<file path="config.mk">
export PLATFORM = sky130hd
export DESIGN_NAME = nibble_serial_adder_ctrl
export DESIGN_NICKNAME = d
export VERILOG_FILES = /design/src/rtl/nsa_pkg.sv /design/src/rtl/nsa_add4.sv /design/src/rtl/nibble_serial_adder_ctrl.sv
export SDC_FILE = /design/constraint.sdc
export NUM_CORES = 1
export LEC_CHECK = 0
export CAP_MARGIN = 40
export CORE_ASPECT_RATIO = 0.7
export CORE_MARGIN = 2
export CORE_UTILIZATION = 50
export CTS_BUF_LIST = sky130_fd_sc_hd__clkbuf_16
export CTS_CLUSTER_SIZE = 14
export DETAILED_ROUTE_END_ITERATION = 8
export PLACE_DENSITY = 0.79
export SKIP_CTS_REPAIR_TIMING = 1
export SLEW_MARGIN = 20
export SYNTH_ARGS = -nofsm -noshare
export SYNTH_HDL_FRONTEND = slang
export SYNTH_SLANG_ARGS = --single-unit
</file>
<file path="constraint.sdc">
create_clock -name clk -period 3.3 [get_ports clk]
set_input_delay 0.825 -clock clk [delete_from_list [all_inputs] [get_ports clk]]
set_output_delay 0.825 -clock clk [all_outputs]
set_load 0.02 [all_outputs]
</file>
<file path="src/rtl/nsa_pkg.sv">
`default_nettype none
// ============================================================================
// Module   : nsa_pkg
// Desc     : Shared types and constants for the nibble-serial adder controller:
//            FSM state encoding, nibble width and the index-width helper.
// Revision : 1.0 - initial release
// ============================================================================
package nsa_pkg;

    localparam int NIBBLE_W = 4;

    typedef enum logic [1:0] {
        IDLE = 2'd0,
        RUN  = 2'd1,
        DONE = 2'd2
    } state_t;

    // Width of the nibble index counter: ceil(log2(n)) but never below 1 bit
    function automatic int clog2(input int n);
        int r;
        r = 0;
        for (int i = 0; i < 31; i++) begin
            if ((1 << i) < n) begin
                r = i + 1;
            end
        end
        return (r < 1) ? 1 : r;
    endfunction

endpackage
`default_nettype wire

</file>
<file path="src/rtl/nsa_add4.sv">
`default_nettype none
// ============================================================================
// Module   : nsa_add4
// Desc     : Purely combinational 4-bit ripple adder built from four full-adder
//            cells. Also exposes the carry into bit 3 for overflow detection.
// Revision : 1.0 - initial release
// ============================================================================
module nsa_add4
    import nsa_pkg::*;
(
    input  logic                cin,
    input  logic [NIBBLE_W-1:0] a,
    input  logic [NIBBLE_W-1:0] b,
    output logic [NIBBLE_W-1:0] s,
    output logic                cout,
    output logic                c3
);

    logic [NIBBLE_W:0] w_c;

    assign w_c[0] = cin;

    // One full-adder cell per bit, carry rippling upward
    for (genvar i = 0; i < NIBBLE_W; i++) begin : g_fa
        assign s[i]     = a[i] ^ b[i] ^ w_c[i];
        assign w_c[i+1] = (a[i] & b[i]) | (a[i] & w_c[i]) | (b[i] & w_c[i]);
    end

    assign cout = w_c[NIBBLE_W];
    assign c3   = w_c[NIBBLE_W-1];

endmodule
`default_nettype wire

</file>
<file path="src/rtl/nibble_serial_adder_ctrl.sv">
`default_nettype none
// ============================================================================
// Module   : nibble_serial_adder_ctrl
// Desc     : Adds two WIDTH-bit operands one nibble per cycle through a single
//            shared 4-bit adder and a registered inter-nibble carry, with
//            valid/ready handshakes on input and output sides.
//            Optional macro SERIAL_ADD_OVF_EN adds the signed-overflow
//            output ovf, registered alongside carryout.
// Revision : 1.0 - initial release
// ============================================================================
module nibble_serial_adder_ctrl
    import nsa_pkg::*;
#(
    parameter int WIDTH = 16,
    parameter int NIB   = WIDTH / 4
) (
    input  logic             clk,
    input  logic             rst_n,
    input  logic             in_valid,
    output logic             in_ready,
    input  logic [WIDTH-1:0] x,
    input  logic [WIDTH-1:0] y,
    input  logic             carryin,
    output logic             out_valid,
    input  logic             out_ready,
    output logic [WIDTH-1:0] sum,
    output logic             carryout,
`ifdef SERIAL_ADD_OVF_EN
    output logic             ovf,
`endif
    output logic             busy
);

    localparam int IDX_W = clog2(NIB);
    localparam logic [IDX_W-1:0] C_LAST_IDX = IDX_W'(NIB - 1);

    state_t              r_state;
    state_t              w_state_nxt;
    logic [IDX_W-1:0]    r_idx;
    logic [WIDTH-1:0]    r_x;
    logic [WIDTH-1:0]    r_y;
    logic [WIDTH-1:0]    r_sum;
    logic                r_carry;
    logic                r_cout;

    logic [NIBBLE_W-1:0] w_a;
    logic [NIBBLE_W-1:0] w_b;
    logic [NIBBLE_W-1:0] w_s;
    logic                w_nib_cout;
    logic                w_last;
`ifdef SERIAL_ADD_OVF_EN
    logic                w_c3;
    logic                r_ovf;
`else
    logic                w_unused_c3;
`endif

    // Current nibble of each operand feeds the shared adder
    assign w_a    = r_x[r_idx*NIBBLE_W +: NIBBLE_W];
    assign w_b    = r_y[r_idx*NIBBLE_W +: NIBBLE_W];
    assign w_last = (r_idx == C_LAST_IDX);

    nsa_add4 u_add4 (
        .cin  (r_carry),
        .a    (w_a),
        .b    (w_b),
        .s    (w_s),
        .cout (w_nib_cout),
`ifdef SERIAL_ADD_OVF_EN
        .c3   (w_c3)
`else
        .c3   (w_unused_c3)
`endif
    );

    // State register
    always_ff @(posedge clk or negedge rst_n) begin
        if (!rst_n) begin
            r_state <= IDLE;
        end else begin
            r_state <= w_state_nxt;
        end
    end

    // Next-state and handshake outputs
    always_comb begin
        w_state_nxt = r_state;
        in_ready    = 1'b0;
        out_valid   = 1'b0;
        busy        = 1'b0;
        case (r_state)
            IDLE: begin
                in_ready = 1'b1;
                if (in_valid) begin
                    w_state_nxt = RUN;
                end
            end
            RUN: begin
                busy = 1'b1;
                if (w_last) begin
                    w_state_nxt = DONE;
                end
            end
            DONE: begin
                out_valid = 1'b1;
                if (out_ready) begin
                    w_state_nxt = IDLE;
                end
            end
            default: begin
                w_state_nxt = IDLE;
            end
        endcase
    end

    // Operand capture, nibble-serial accumulation and final carry/overflow
    always_ff @(posedge clk or negedge rst_n) begin
        if (!rst_n) begin
            r_idx   <= '0;
            r_x     <= '0;
            r_y     <= '0;
            r_sum   <= '0;
            r_carry <= 1'b0;
            r_cout  <= 1'b0;
`ifdef SERIAL_ADD_OVF_EN
            r_ovf   <= 1'b0;
`endif
        end else begin
            case (r_state)
                IDLE: begin
                    if (in_valid) begin
                        r_x     <= x;
                        r_y     <= y;
                        r_carry <= carryin;
                        r_idx   <= '0;
                    end
                end
                RUN: begin
                    r_sum[r_idx*NIBBLE_W +: NIBBLE_W] <= w_s;
                    r_carry <= w_nib_cout;
                    if (w_last) begin
                        // Park the index at 0 instead of letting it wrap
                        r_idx  <= '0;
                        r_cout <= w_nib_cout;
`ifdef SERIAL_ADD_OVF_EN
                        r_ovf  <= w_c3 ^ w_nib_cout;
`endif
                    end else begin
                        r_idx <= r_idx + 1'b1;
                    end
                end
                default: begin
                end
            endcase
        end
    end

    assign sum      = r_sum;
    assign carryout = r_cout;
`ifdef SERIAL_ADD_OVF_EN
    assign ovf      = r_ovf;
`endif

endmodule
`default_nettype wire

</file>
==> flow_summary_export.csv <==
group,metric,value,unit
critical_path,crit_top_cell,"fa_1",
final_layout,antenna_cells,0,
floorplan,dieArea,5715,µm²
clock_network,clkTransAtPathRegs,0.06,ns
timing,fin_setup_tns,0,ns
placed_design,dp.cells,305,
worst_hold_path,holdCritPathClass,"flop to flop",
detailed_routing,vias,1675,
power_and_ir_drop,leakagePower,1.393,nW
worst_hold_path,holdPathStages,2,
logic_synthesis,synth_nets,232,
logic_synthesis,synth_cells,185,
clock_network,cts_sinks,54,
logic_synthesis,synthTopCellsByArea,"dfrtp_1 53%, mux2_2 13%, mux4_2 7.0%",
grt,grt_remaining_overflow,0,
critical_path,reg2reg_from,"r_idx[1]$_DFFE_PN0P_",
grt,grt_max_degree,32,
timing,skew,0.002854,ns
detailed_routing,wl,5016,µm
logic_synthesis,synthesis.area,2559,µm²
floorplan,die_y,63.85,µm
timing,rsz0062_at_grt,"no",
grt,grt_pass1_wl,8349,µm
final_layout,areaGrowthSynthToFinish,28.41,%
final_layout,fillers,363,
detailed_routing,drt_pass1_iterations,4,
logic_synthesis,synth_edf_count,0,
clock_network,h-tree-depth,2,
logic_synthesis,async_reset_ff_frac,1.000,
logic_synthesis,ys_top_cells_by_count,"54 x dfrtp_1, 29 x mux2_2, 17 x nand2_1",
placed_design,port_buffers,56,
detailed_routing,ant_nets,0,
logic_synthesis,yosysTopAreaCellShare,0.5281,
worst_hold_path,min_from,"sum[8]$_DFFE_PN0P_",
clock_network,clock_latency,0.28,ns
timing,slew_violations,0,
placed_design,dp_hpwl,3757,µm
power_and_ir_drop,ir_worst_vdd,0.4276,mV
outcome,status,"finished, final reports clean",
grt,grtUsageTotal,0.1936,
timing,fmax,355.0,MHz
critical_path,r2r_slack,0.48,ns
final_layout,fin_util,0.6759,
floorplan,start_util,0.5264,
detailed_routing,initialDrtViolationCount,124,
timing,slew_headroom,0.6250,
detailed_routing,wl_per_cell,16.13,µm
clock_network,cts_root_buffer,"clkbuf_16",
final_layout,fin_cells,311,
timing,hold_viol,0,
final_layout,layout.nets,290,
final_layout,drive_above_1_share,0.2066,
logic_synthesis,synth.most_common_cell,"dfrtp_1",
detailed_routing,vias_per_cell,5.386,
power_and_ir_drop,powerDensity,1044,nW/µm²
logic_synthesis,post-synth-top-area-cell,"dfrtp_1",
logic_synthesis,avgSynthCellArea,13.83,µm²
logic_synthesis,yosys_warnings,0,
critical_path,crit_buf_inv,2,
critical_path,cpPeakStageDelay,0.62,ns
worst_hold_path,holdPathEnd,"sum[8]$_DFFE_PN0P_",
grt,grt_pass1_vias,1683,
job,max-cap-violations,0,
placed_design,gp_congestion,0.7695,
logic_synthesis,ys_types,33,
timing,setup_viol,0,
critical_path,slowest_stage,"dfrtp_1",
critical_path,crit_path_cell_trace,"mux4_2, fa_1, inv_1, fa_1, fa_1, inv_1, fa_1, a22o_1",
critical_path,crit_family,"adder cells",
floorplan,core_area,4861,µm²
critical_path,crit_fanout,12,
critical_path,cp_data_arrival_time,2.99,ns
critical_path,worst_r2r_path_depth,8,
logic_synthesis,ys_seq_elements,54,
floorplan,die_x,89.50,µm
floorplan,io_pins,57,
detailed_routing,drc,0,
critical_path,timing.rr.end,"sum[3]$_DFFE_PN0P_",
timing,period_share,0.8536,
timing,finalCriticalPeriod,2.817,ns
clock_network,cts_tree,"yes",
critical_path,start_kind,"flop",
timing,worst-slew-pin-transition,0.5624,ns
critical_path,end_kind,"flop",
clock_network,clockBufferDepth,2,
clock_network,numCtsBuffers,5,
floorplan,core.rowCount,21,
critical_path,setup.worst_path.class,"flop to flop",
critical_path,required,3.48,ns
grt,antenna_found_initial,0,
logic_synthesis,synth-seq-area-share,0.5281,
logic_synthesis,ys.flop_type,"dfrtp_1",
[sequential cells by signal (all words and copies together) (netlist names)]
register	cells
r_carry	1
r_idx	2
r_x	16
sum	16
r_state	2
carryout	1
r_y	16
[power by group]
part / switching, W / total [W] / leakage, nW / internal (W)
combinational: 0.000862 / 0.00174 / 0.661 / 0.000879
clock: 0.000218 / 0.000489 / 0.0632 / 0.000270
sequential: 0.000239 / 0.00120 / 0.669 / 0.000962
total: 0.00132 / 0.00343 / 1.39 / 0.00211
[worst min-delay path: cells and delay by family, from the launching register on]
| kind | cells | cell delay (ns) |
|---|---|---|
| flip-flops | 1 | 0.34 |
| AO/OA/AOI/OAI | 1 | 0.06 |
| AND/OR/NAND/NOR | 1 | 0.04 |
[final cells by class]
class                      instances  area (µm²)  share of cell area
sequential                        54        1351              0.4113
clock buffer                       5       125.1             0.03808
inverter                          11       41.29             0.01257
multi-input combinational        111        1092              0.3324
clock inverter                     1       3.754            0.001142
tap                               69       86.33             0.02628
timing repair buffer              60       585.6              0.1782
[worst max-delay path by stage]
stage,slack (ns),cells past startpoint,end,from
floorplan,0.44,10,sum[3]$_DFFE_PN0P_,r_idx[0]$_DFFE_PN0P_
global placement,0.58,8,sum[3]$_DFFE_PN0P_,r_idx[1]$_DFFE_PN0P_
detailed placement,0.48,9,sum[11]$_DFFE_PN0P_,r_idx[0]$_DFFE_PN0P_
CTS,0.46,9,sum[11]$_DFFE_PN0P_,r_idx[0]$_DFFE_PN0P_
global route,0.31,9,sum[11]$_DFFE_PN0P_,r_idx[1]$_DFFE_PN0P_
finish,0.48,8,sum[3]$_DFFE_PN0P_,r_idx[1]$_DFFE_PN0P_
[metrics by stage]
step	hold slack [ns]	instance area [µm²]	total power [W]	worst slack [ns]
final	0.4790	3286	0.003431	0.4832
after global placement	0.4620	3157	0.002921	0.5785
after floorplan	0.4524	2559	0.002385	0.4387
after detailed placement	0.4693	3157	0.002960	0.4841
after CTS	0.4842	3286	0.003454	0.4571
after global routing	0.5093	3286	0.003669	0.3140
[logic make-up (layout without fill, tap and decap cells)]
kind of cell             after synthesis  in the layout  share of synthesized area
flip-flops                            54             54                     0.5281
multiplexers                          41             41                     0.2156
AND/OR/NAND/NOR                       37             37                    0.08899
AO/OA/AOI/OAI                         23             23                    0.06161
buffers and inverters                 20             77                    0.04498
adder cells (fa/ha/maj)               10             10                    0.06064
[layer usage]
| layer | share of wire | vias to the layer above | GRT usage |
|---|---|---|---|
| li1 | - | 769 | - |
| met1 | 0.48 | 829 | 0.2938 |
| met2 | 0.45 | 64 | 0.2833 |
| met3 | 0.056 | 13 | 0.04134 |
| met4 | 0.018 | 0 | 0.05410 |
| met5 | 0 | - | 0 |
[cell usage in the layout (no fill, tap or decap)]
cell and n:
or3_1 1, dfrtp_1 54, a22oi_1 1, a21oi_1 1
nand3b_4 1, buf_4 4, nor2_1 2, nor3b_1 2
nor3b_4 1, nand3_1 3, clkinv_1 1, buf_2 1
nand2_1 17, nor4bb_1 1, o21ai_0 8, o31ai_1 6
o21bai_1 1, clkdlybuf4s50_1 55, a22o_1 4, nor2b_1 1
ha_1 6, nand3b_1 2, inv_1 11, o2bb2ai_1 2
nand4b_1 1, mux2_2 29, nor3_1 1, clkbuf_16 5
nand2b_4 1, fa_1 4, and4b_1 1, mux2_1 4
nand2b_1 2, mux4_2 8
(Power assumes the default switching activity.)
